## config.mk

```make
export PLATFORM = sky130hd
export DESIGN_NAME = vu_peak_meter_flat
export DESIGN_NICKNAME = d
export VERILOG_FILES = /design/src/rtl/vu_peak_meter_if.sv /design/src/rtl/vu_peak_meter.sv /design/src/flat_wrapper.sv
export SDC_FILE = /design/constraint.sdc
export NUM_CORES = 1
export LEC_CHECK = 0
export ABC_AREA = 1
export CORE_MARGIN = 3
export CORE_UTILIZATION = 30
export DETAILED_ROUTE_END_ITERATION = 8
export GPL_ROUTABILITY_DRIVEN = 0
export HOLD_SLACK_MARGIN = 0.1
export SETUP_SLACK_MARGIN = 0.05
export SLEW_MARGIN = 20
export SYNTH_ARGS = -nofsm -noshare
export SYNTH_HDL_FRONTEND = slang
export SYNTH_SLANG_ARGS = --single-unit
```

## constraint.sdc

```tcl
create_clock -name clk -period 3.23 [get_ports clk]
set_input_delay 0.8075 -clock clk [delete_from_list [all_inputs] [get_ports clk]]
set_output_delay 0.8075 -clock clk [all_outputs]
set_load 0.1 [all_outputs]
```

## src/rtl/vu_peak_meter_if.sv

```systemverilog
// vu_peak_meter_if
// Bundles the level input and display outputs of vu_peak_meter.
//   level_valid : qualifies level (producer -> meter)
//   level       : unsigned log magnitude (producer -> meter)
//   bar         : active-high bargraph, thermometer OR peak dot (meter -> consumer)
//   peak_idx    : registered peak segment count, 0..N_SEG (meter -> consumer)
//   led_n       : active-low, bit-reversed board LED drive (meter -> consumer)
// master drives level/level_valid; slave is the meter itself.
interface vu_peak_meter_if #(
    parameter int LEVEL_W = 6,
    parameter int N_SEG   = 8
);
    logic               level_valid;
    logic [LEVEL_W-1:0] level;
    logic [N_SEG-1:0]   bar;
    logic [3:0]         peak_idx;
    logic [N_SEG-1:0]   led_n;

    modport master (
        output level_valid, level,
        input  bar, peak_idx, led_n
    );

    modport slave (
        input  level_valid, level,
        output bar, peak_idx, led_n
    );
endinterface

```

## src/rtl/vu_peak_meter.sv

```systemverilog
// vu_peak_meter
// Turns a log level into an N_SEG bargraph with a peak-hold dot. The peak holds
// for HOLD_CYCLES, then falls one segment every DECAY_CYCLES until it meets the
// current level. Three register stages: quantise, peak FSM, output.
// Ports:
//   clk : system clock
//   rst : asynchronous reset, active-high
//   bus : vu_peak_meter_if slave (level_valid, level in; bar, peak_idx, led_n out)
//
// state    | meaning
// ---------+-----------------------------------------------------------
// ST_TRACK | peak equals cur, no timer running
// ST_HOLD  | peak frozen, hold_ctr counting toward HOLD_CYCLES-1
// ST_DECAY | peak above cur, drops one segment per DECAY_CYCLES
module vu_peak_meter #(
    parameter int LEVEL_W = 6,
    parameter int N_SEG   = 8,
    parameter logic [LEVEL_W*(N_SEG-1)-1:0] THRESH =
        {6'd45, 6'd39, 6'd32, 6'd26, 6'd20, 6'd13, 6'd7},
    parameter int HOLD_CYCLES  = 12_000_000,
    parameter int DECAY_CYCLES = 600_000
) (
    input  logic           clk,
    input  logic           rst,
    vu_peak_meter_if.slave bus
);

    localparam int HOLD_W  = (HOLD_CYCLES  > 1) ? $clog2(HOLD_CYCLES)  : 1;
    localparam int DECAY_W = (DECAY_CYCLES > 1) ? $clog2(DECAY_CYCLES) : 1;
    localparam logic [HOLD_W-1:0]  HOLD_LAST  = HOLD_W'(HOLD_CYCLES - 1);
    localparam logic [DECAY_W-1:0] DECAY_LAST = DECAY_W'(DECAY_CYCLES - 1);

    typedef enum logic [1:0] {
        ST_TRACK = 2'd0,
        ST_HOLD  = 2'd1,
        ST_DECAY = 2'd2
    } state_t;

    // stage 1
    logic [3:0]         q_raw;
    logic [3:0]         cur_q, cur_d;
    logic               vld_q, vld_d;

    // stage 2
    state_t             state_q, state_d;
    logic [3:0]         peak_q, peak_d;
    logic [3:0]         cur2_q, cur2_d;
    logic [HOLD_W-1:0]  hold_ctr_q, hold_ctr_d;
    logic [DECAY_W-1:0] decay_ctr_q, decay_ctr_d;
    logic [3:0]         peak_next;

    // stage 3
    logic [N_SEG-1:0]   bar_q, bar_d;
    logic [N_SEG-1:0]   led_n_q, led_n_d;
    logic [3:0]         peak_idx_q, peak_idx_d;

    // Segment count is one plus the number of thresholds strictly below level,
    // so a valid sample always lights at least one segment.
    always_comb begin
        q_raw = 4'd1;
        for (int k = 0; k < N_SEG - 1; k++) begin
            if (THRESH[k*LEVEL_W +: LEVEL_W] < bus.level) begin
                q_raw = q_raw + 4'd1;
            end
        end
        cur_d = bus.level_valid ? q_raw : cur_q;
        vld_d = bus.level_valid;
    end

    always_comb begin
        state_d     = state_q;
        peak_d      = peak_q;
        hold_ctr_d  = hold_ctr_q;
        decay_ctr_d = decay_ctr_q;
        cur2_d      = cur_q;
        peak_next   = peak_q;

        // A sample at or above the peak re-arms the hold and overrides any
        // timer event landing in the same cycle.
        if (vld_q && (cur_q >= peak_q)) begin
            peak_d     = cur_q;
            hold_ctr_d = '0;
            state_d    = ST_HOLD;
        end else begin
            unique case (state_q)
                ST_TRACK: begin
                    if (cur_q < peak_q) begin
                        state_d     = ST_DECAY;
                        decay_ctr_d = '0;
                    end
                end
                ST_HOLD: begin
                    if (hold_ctr_q == HOLD_LAST) begin
                        hold_ctr_d  = '0;
                        decay_ctr_d = '0;
                        state_d     = ST_DECAY;
                    end else begin
                        hold_ctr_d = hold_ctr_q + HOLD_W'(1);
                    end
                end
                ST_DECAY: begin
                    if (decay_ctr_q == DECAY_LAST) begin
                        decay_ctr_d = '0;
                        peak_next   = (peak_q > cur_q) ? (peak_q - 4'd1) : peak_q;
                        peak_d      = peak_next;
                        if (peak_next == cur_q) begin
                            state_d = ST_TRACK;
                        end
                    end else begin
                        decay_ctr_d = decay_ctr_q + DECAY_W'(1);
                    end
                end
                default: state_d = ST_TRACK;
            endcase
        end
    end

    // cur2 travels alongside peak so the thermometer and the dot in one bar
    // word come from the same sample.
    always_comb begin
        bar_d = '0;
        for (int i = 0; i < N_SEG; i++) begin
            bar_d[i] = (i < int'(cur2_q)) ||
                       ((peak_q != 4'd0) && (i == int'(peak_q) - 1));
        end
        for (int i = 0; i < N_SEG; i++) begin
            led_n_d[i] = ~bar_d[N_SEG-1-i];
        end
        peak_idx_d = peak_q;
    end

    always_ff @(posedge clk or posedge rst) begin
        if (rst) begin
            cur_q       <= '0;
            vld_q       <= 1'b0;
            state_q     <= ST_TRACK;
            peak_q      <= '0;
            cur2_q      <= '0;
            hold_ctr_q  <= '0;
            decay_ctr_q <= '0;
            bar_q       <= '0;
            led_n_q     <= '1;
            peak_idx_q  <= '0;
        end else begin
            cur_q       <= cur_d;
            vld_q       <= vld_d;
            state_q     <= state_d;
            peak_q      <= peak_d;
            cur2_q      <= cur2_d;
            hold_ctr_q  <= hold_ctr_d;
            decay_ctr_q <= decay_ctr_d;
            bar_q       <= bar_d;
            led_n_q     <= led_n_d;
            peak_idx_q  <= peak_idx_d;
        end
    end

    assign bus.bar      = bar_q;
    assign bus.led_n    = led_n_q;
    assign bus.peak_idx = peak_idx_q;

endmodule

```

## src/flat_wrapper.sv

```systemverilog
// flat-port wrapper written by rule: the top's interface ports become plain ports
module vu_peak_meter_flat 
#(
    parameter int LEVEL_W = 6,
    parameter int N_SEG   = 8,
    parameter logic [LEVEL_W*(N_SEG-1)-1:0] THRESH =
        {6'd45, 6'd39, 6'd32, 6'd26, 6'd20, 6'd13, 6'd7},
    parameter int HOLD_CYCLES  = 12_000_000,
    parameter int DECAY_CYCLES = 600_000
)
  (clk, rst, bus_level_valid, bus_level, bus_bar, bus_peak_idx, bus_led_n);
  vu_peak_meter_if #(.LEVEL_W(LEVEL_W), .N_SEG(N_SEG)) bus_i ();
  input  logic clk;
  input  logic rst;
  input wire logic [$bits(bus_i.level_valid)-1:0] bus_level_valid;
  input wire logic [$bits(bus_i.level)-1:0] bus_level;
  output wire logic [$bits(bus_i.bar)-1:0] bus_bar;
  output wire logic [$bits(bus_i.peak_idx)-1:0] bus_peak_idx;
  output wire logic [$bits(bus_i.led_n)-1:0] bus_led_n;
  assign bus_i.level_valid = bus_level_valid;
  assign bus_i.level = bus_level;
  assign bus_bar = bus_i.bar;
  assign bus_peak_idx = bus_i.peak_idx;
  assign bus_led_n = bus_i.led_n;
  vu_peak_meter #(.LEVEL_W(LEVEL_W), .N_SEG(N_SEG), .THRESH(THRESH), .HOLD_CYCLES(HOLD_CYCLES), .DECAY_CYCLES(DECAY_CYCLES)) u_core (.clk(clk), .rst(rst), .bus(bus_i));
endmodule
```

==> results.yml <==
floorplanning:
  ios: 29
  start_util_pct: 31.0
  core_um2: 15400
  fp.dieH_um: 132
  die_w_um: 132
  core.rowCount: 45
  dieArea_um2: 17500
timing:
  finalCritPeriodShare_pct: 96.0
  worst_slew_pin_slew_ns: 0.498
  slew_headroom_pct: 66.6
  drv_slew: 0
  fmax_mhz: 323
  period_needed_ns: 3.10
  worst_hold_slack_ns: 0.444
  skew_ns: 0.00978
  rsz0062_at_grt: "true"
  setup-violations-final: 0
  finalSetupTns_ns: 0
  hold_viol_final: 0
layout:
  final_nets: 724
  diodes: 0
  synthToLayoutAreaGrowth_pct: 24.8
  layout-drive-gt1-share_pct: 20.1
power:
  p_leak_uw: 0.00273
  p_sw_share_pct: 48.2
  p_sw_uw: 2270
  p_comb_share_pct: 49.5
  clkPwrFrac_pct: 22.6
  power.share.sequential_pct: 27.9
  pwr_density_cell_nw_per_um2: 790
  peakVddDrop_mv: 0.550
  power.internal_uw: 2450
  power_uw: 4720
clock_tree:
  cts_buffer_depth: 2
  htreeDepth: 3
  clkTransAtPathRegs_ns: 0.06
  cts_hold_buf: 0
  cts_tree: "done"
  cts_root_buf: "clkbuf_16"
  cts_sinks: 79
  clk_latency_ns: 0.35
  cts_buffers: 9
min_path:
  hold_class: "reg -> reg"
  whs_path_depth: 0
  min_from: "u_core.cur2_d[1]"
  whs_endpoint: "u_core.cur2_q[1]"
worst_setup_path:
  critical-path-slowest-cell: "fa_2"
  crit_path_start: "bus_level[5]"
  startpoint_type: "primary input"
  worst-setup-path-type: "in -> reg"
  cp.arrival_ns: 3.32
  cp_common_cell: "nand2_2"
  cp.required_ns: 3.45
  max_stage_delay_ns: 0.64
  cp_cell_sequence: "buf_8 -> clkinvlp_4 -> nand2_1 -> nand2_1 -> nand2_2 -> inv_2 -> fa_2 -> ha_4 -> nand2_4 -> nand2_2 -> nand2_2 -> nand3_2 -> nand2_2 -> ha_4 -> or2_4 -> nand2_2 -> inv_2 -> ha_4 -> o21ai_2 -> o22ai_1"
  rr_endpoint: "u_core.hold_ctr_q[11]"
  reg2reg_depth: 15
  cp-end-kind: "flip-flop"
  worstPathBufferInverterCount: 4
  worstPathMaxFanout: 4
  crit_family: "adder cells"
  rr_startpoint: "u_core.peak_idx_d[1]"
  r2r_slack_ns: 0.53
routing:
  via_per_inst: 4.54
  wl_um: 10200
  drtIter0Drc: 335
  ant_nets: 0
  drc_errors: 0
  wl_per_cell_um: 11.1
  vias: 4147
  dr.pass1.iters: 4
grt:
  grt_usage_pct: 12.0
  grt_max_degree: 45
  grt_pass1_vias: 3828
  grt_pass1_wl_um: 17500
  grt-ovfl-total: 0
  antenna_found_initial: 0
yosys:
  synth_top_area_cell: "dfrtp_1"
  avgSynthCellArea_um2: 7.64
  ys_warn_count: 0
  yosysUniqueCellTypes: 41
  synth-seq-area-share_pct: 41.5
  synth_fp_nets: 652
  synth-main-ff-cell: "dfrtp_1"
  syn_area_um2: 4780
  syn_inst: 626
  synth.area.top_cells: "dfrtp_1 (37%), inv_1 (9.1%), nand2_1 (9.1%), nor2_1 (4.9%), o21ai_0 (4.7%)"
  synth_top_area_share_pct: 37.1
  synth_edf_count: 0
  synth_common_cells: "inv_1 (116), nand2_1 (116), dfrtp_1 (71)"
  async_flop_share_pct: 100
  yosys_register_bits: 79
place:
  hpwl_um: 7640
  io_buffers: 28
job:
  max-cap-violations: 0
outcome:
  status: "complete, no violations"
what timing repair did:
action	CTS	global route
pin swaps	17	17
resized for setup	40	19
hold endpoints to repair	0	0
buffers inserted	7	5
endpoints found under the setup margin	3	3
power by group through the flow:
stage | Clock, uW | Sequential (uW) | Combinational [uW]
3_3_place_gp | 0 | 1330 | 2280
5_1_grt | 1130 | 1350 | 2570
2_1_floorplan | 0 | 2040 | 1090
4_1_cts | 1090 | 1320 | 2330
3_5_place_dp | 0 | 1340 | 2290
6_report | 1070 | 1320 | 2340
flip-flops by register name, summed over array words and instances (netlist names):
name and flops:
u_core.cur2_d 4, u_core.bus.bar 8, u_core.cur2_q 4, u_core.peak_idx_d 4
u_core.vld_q 1, u_core.bus.led_n 8, u_core.state_q 2, u_core.decay_ctr_q 20
u_core.bus.peak_idx 4, u_core.hold_ctr_q 24
worst reg2reg max path, stage by stage, from the launching register on:
cell and delay (ns):
dfrtp_1 0.42, inv_1 0.14, ha_1 0.33, inv_1 0.06
nor2_1 0.03, o21ai_1 0.12, nand2_1 0.16, inv_2 0.12
nand2_1 0.05, nand2_1 0.28, inv_1 0.20, nor2_4 0.14
inv_1 0.22, a21oi_1 0.19, o21ai_0 0.09, o21ai_0 0.07
metrics by stage:
stage / worst slack (ns) / instance area, um2 / utilization, % / std cells
3_5_place_dp: -0.840 / 5470 / 35.5 / 886
6_report: 0.131 / 5970 / 38.7 / 914
2_1_floorplan: -0.175 / 4800 / - / 626
3_3_place_gp: -0.817 / 5470 / 35.5 / 886
5_1_grt: 0.0188 / 5970 / 38.7 / 914
4_1_cts: 0.0579 / 5870 / 38.0 / 909
area by class of cell:
| type | count | area, um2 |
|---|---|---|
| multi-input combinational | 421 | 2410 |
| clock buffer | 10 | 239 |
| timing repair buffer | 69 | 546 |
| clock inverter | 6 | 76.3 |
| tap | 211 | 264 |
| fill | 1617 | 9460 |
| sequential | 79 | 1990 |
| inverter | 118 | 448 |
cells by family (layout without fill, tap and decap cells):
family,count (synthesis),count (layout),synth area share [%]
flip-flops,79,79,41.5
AND/OR/NAND/NOR,291,291,28.7
buffers and inverters,126,203,10.4
adder cells (fa/ha/maj),17,17,4.60
AO/OA/AOI/OAI,91,91,10.7
XOR/XNOR,22,22,4.03
layer usage:
| layer | track usage (%) | vias up | routed length, um |
|---|---|---|---|
| met5 | 0 | - | 0 |
| met4 | 5.14 | 0 | 180 |
| met3 | 2.56 | 14 | 380 |
| met2 | 19.0 | 66 | 4600 |
| met1 | 15.9 | 1886 | 4990 |
| li1 | - | 2181 | - |
placed cells by master (no fill, tap or decap), drive strengths merged:
master and n:
o211ai 3, o21ai 50, a22oi 1, nand2 118
a21oi 12, dfrtp 71, o31ai 2, ha 16
xor2 19, nand3 43, o21a 1, inv 119
a2bb2oi 1, o22ai 14, clkbuf 10, nor3b 1
nor3 29, and3 2, o32ai 2, dfstp 8
nand4 19, nor2 65, xnor2 3, or2 2
bufinv 1, fa 1, clkinvlp 1, buf 67
clkdlybuf4s50 2, nand3b 2, nor4 10, a31oi 5
clkinv 3
worst max-delay path by stage:
stage,slack (ns),endpoint,cells past startpoint
global route,0.02,u_core.cur2_d[2],22
CTS,0.06,u_core.cur2_d[1],20
finish,0.13,u_core.cur2_d[1],20
floorplan,-0.18,u_core.cur2_d[1],19
global placement,-0.82,u_core.cur2_d[1],20
detailed placement,-0.84,u_core.cur2_d[1],19
No activity file was read; power rests on OpenSTA's default activity.
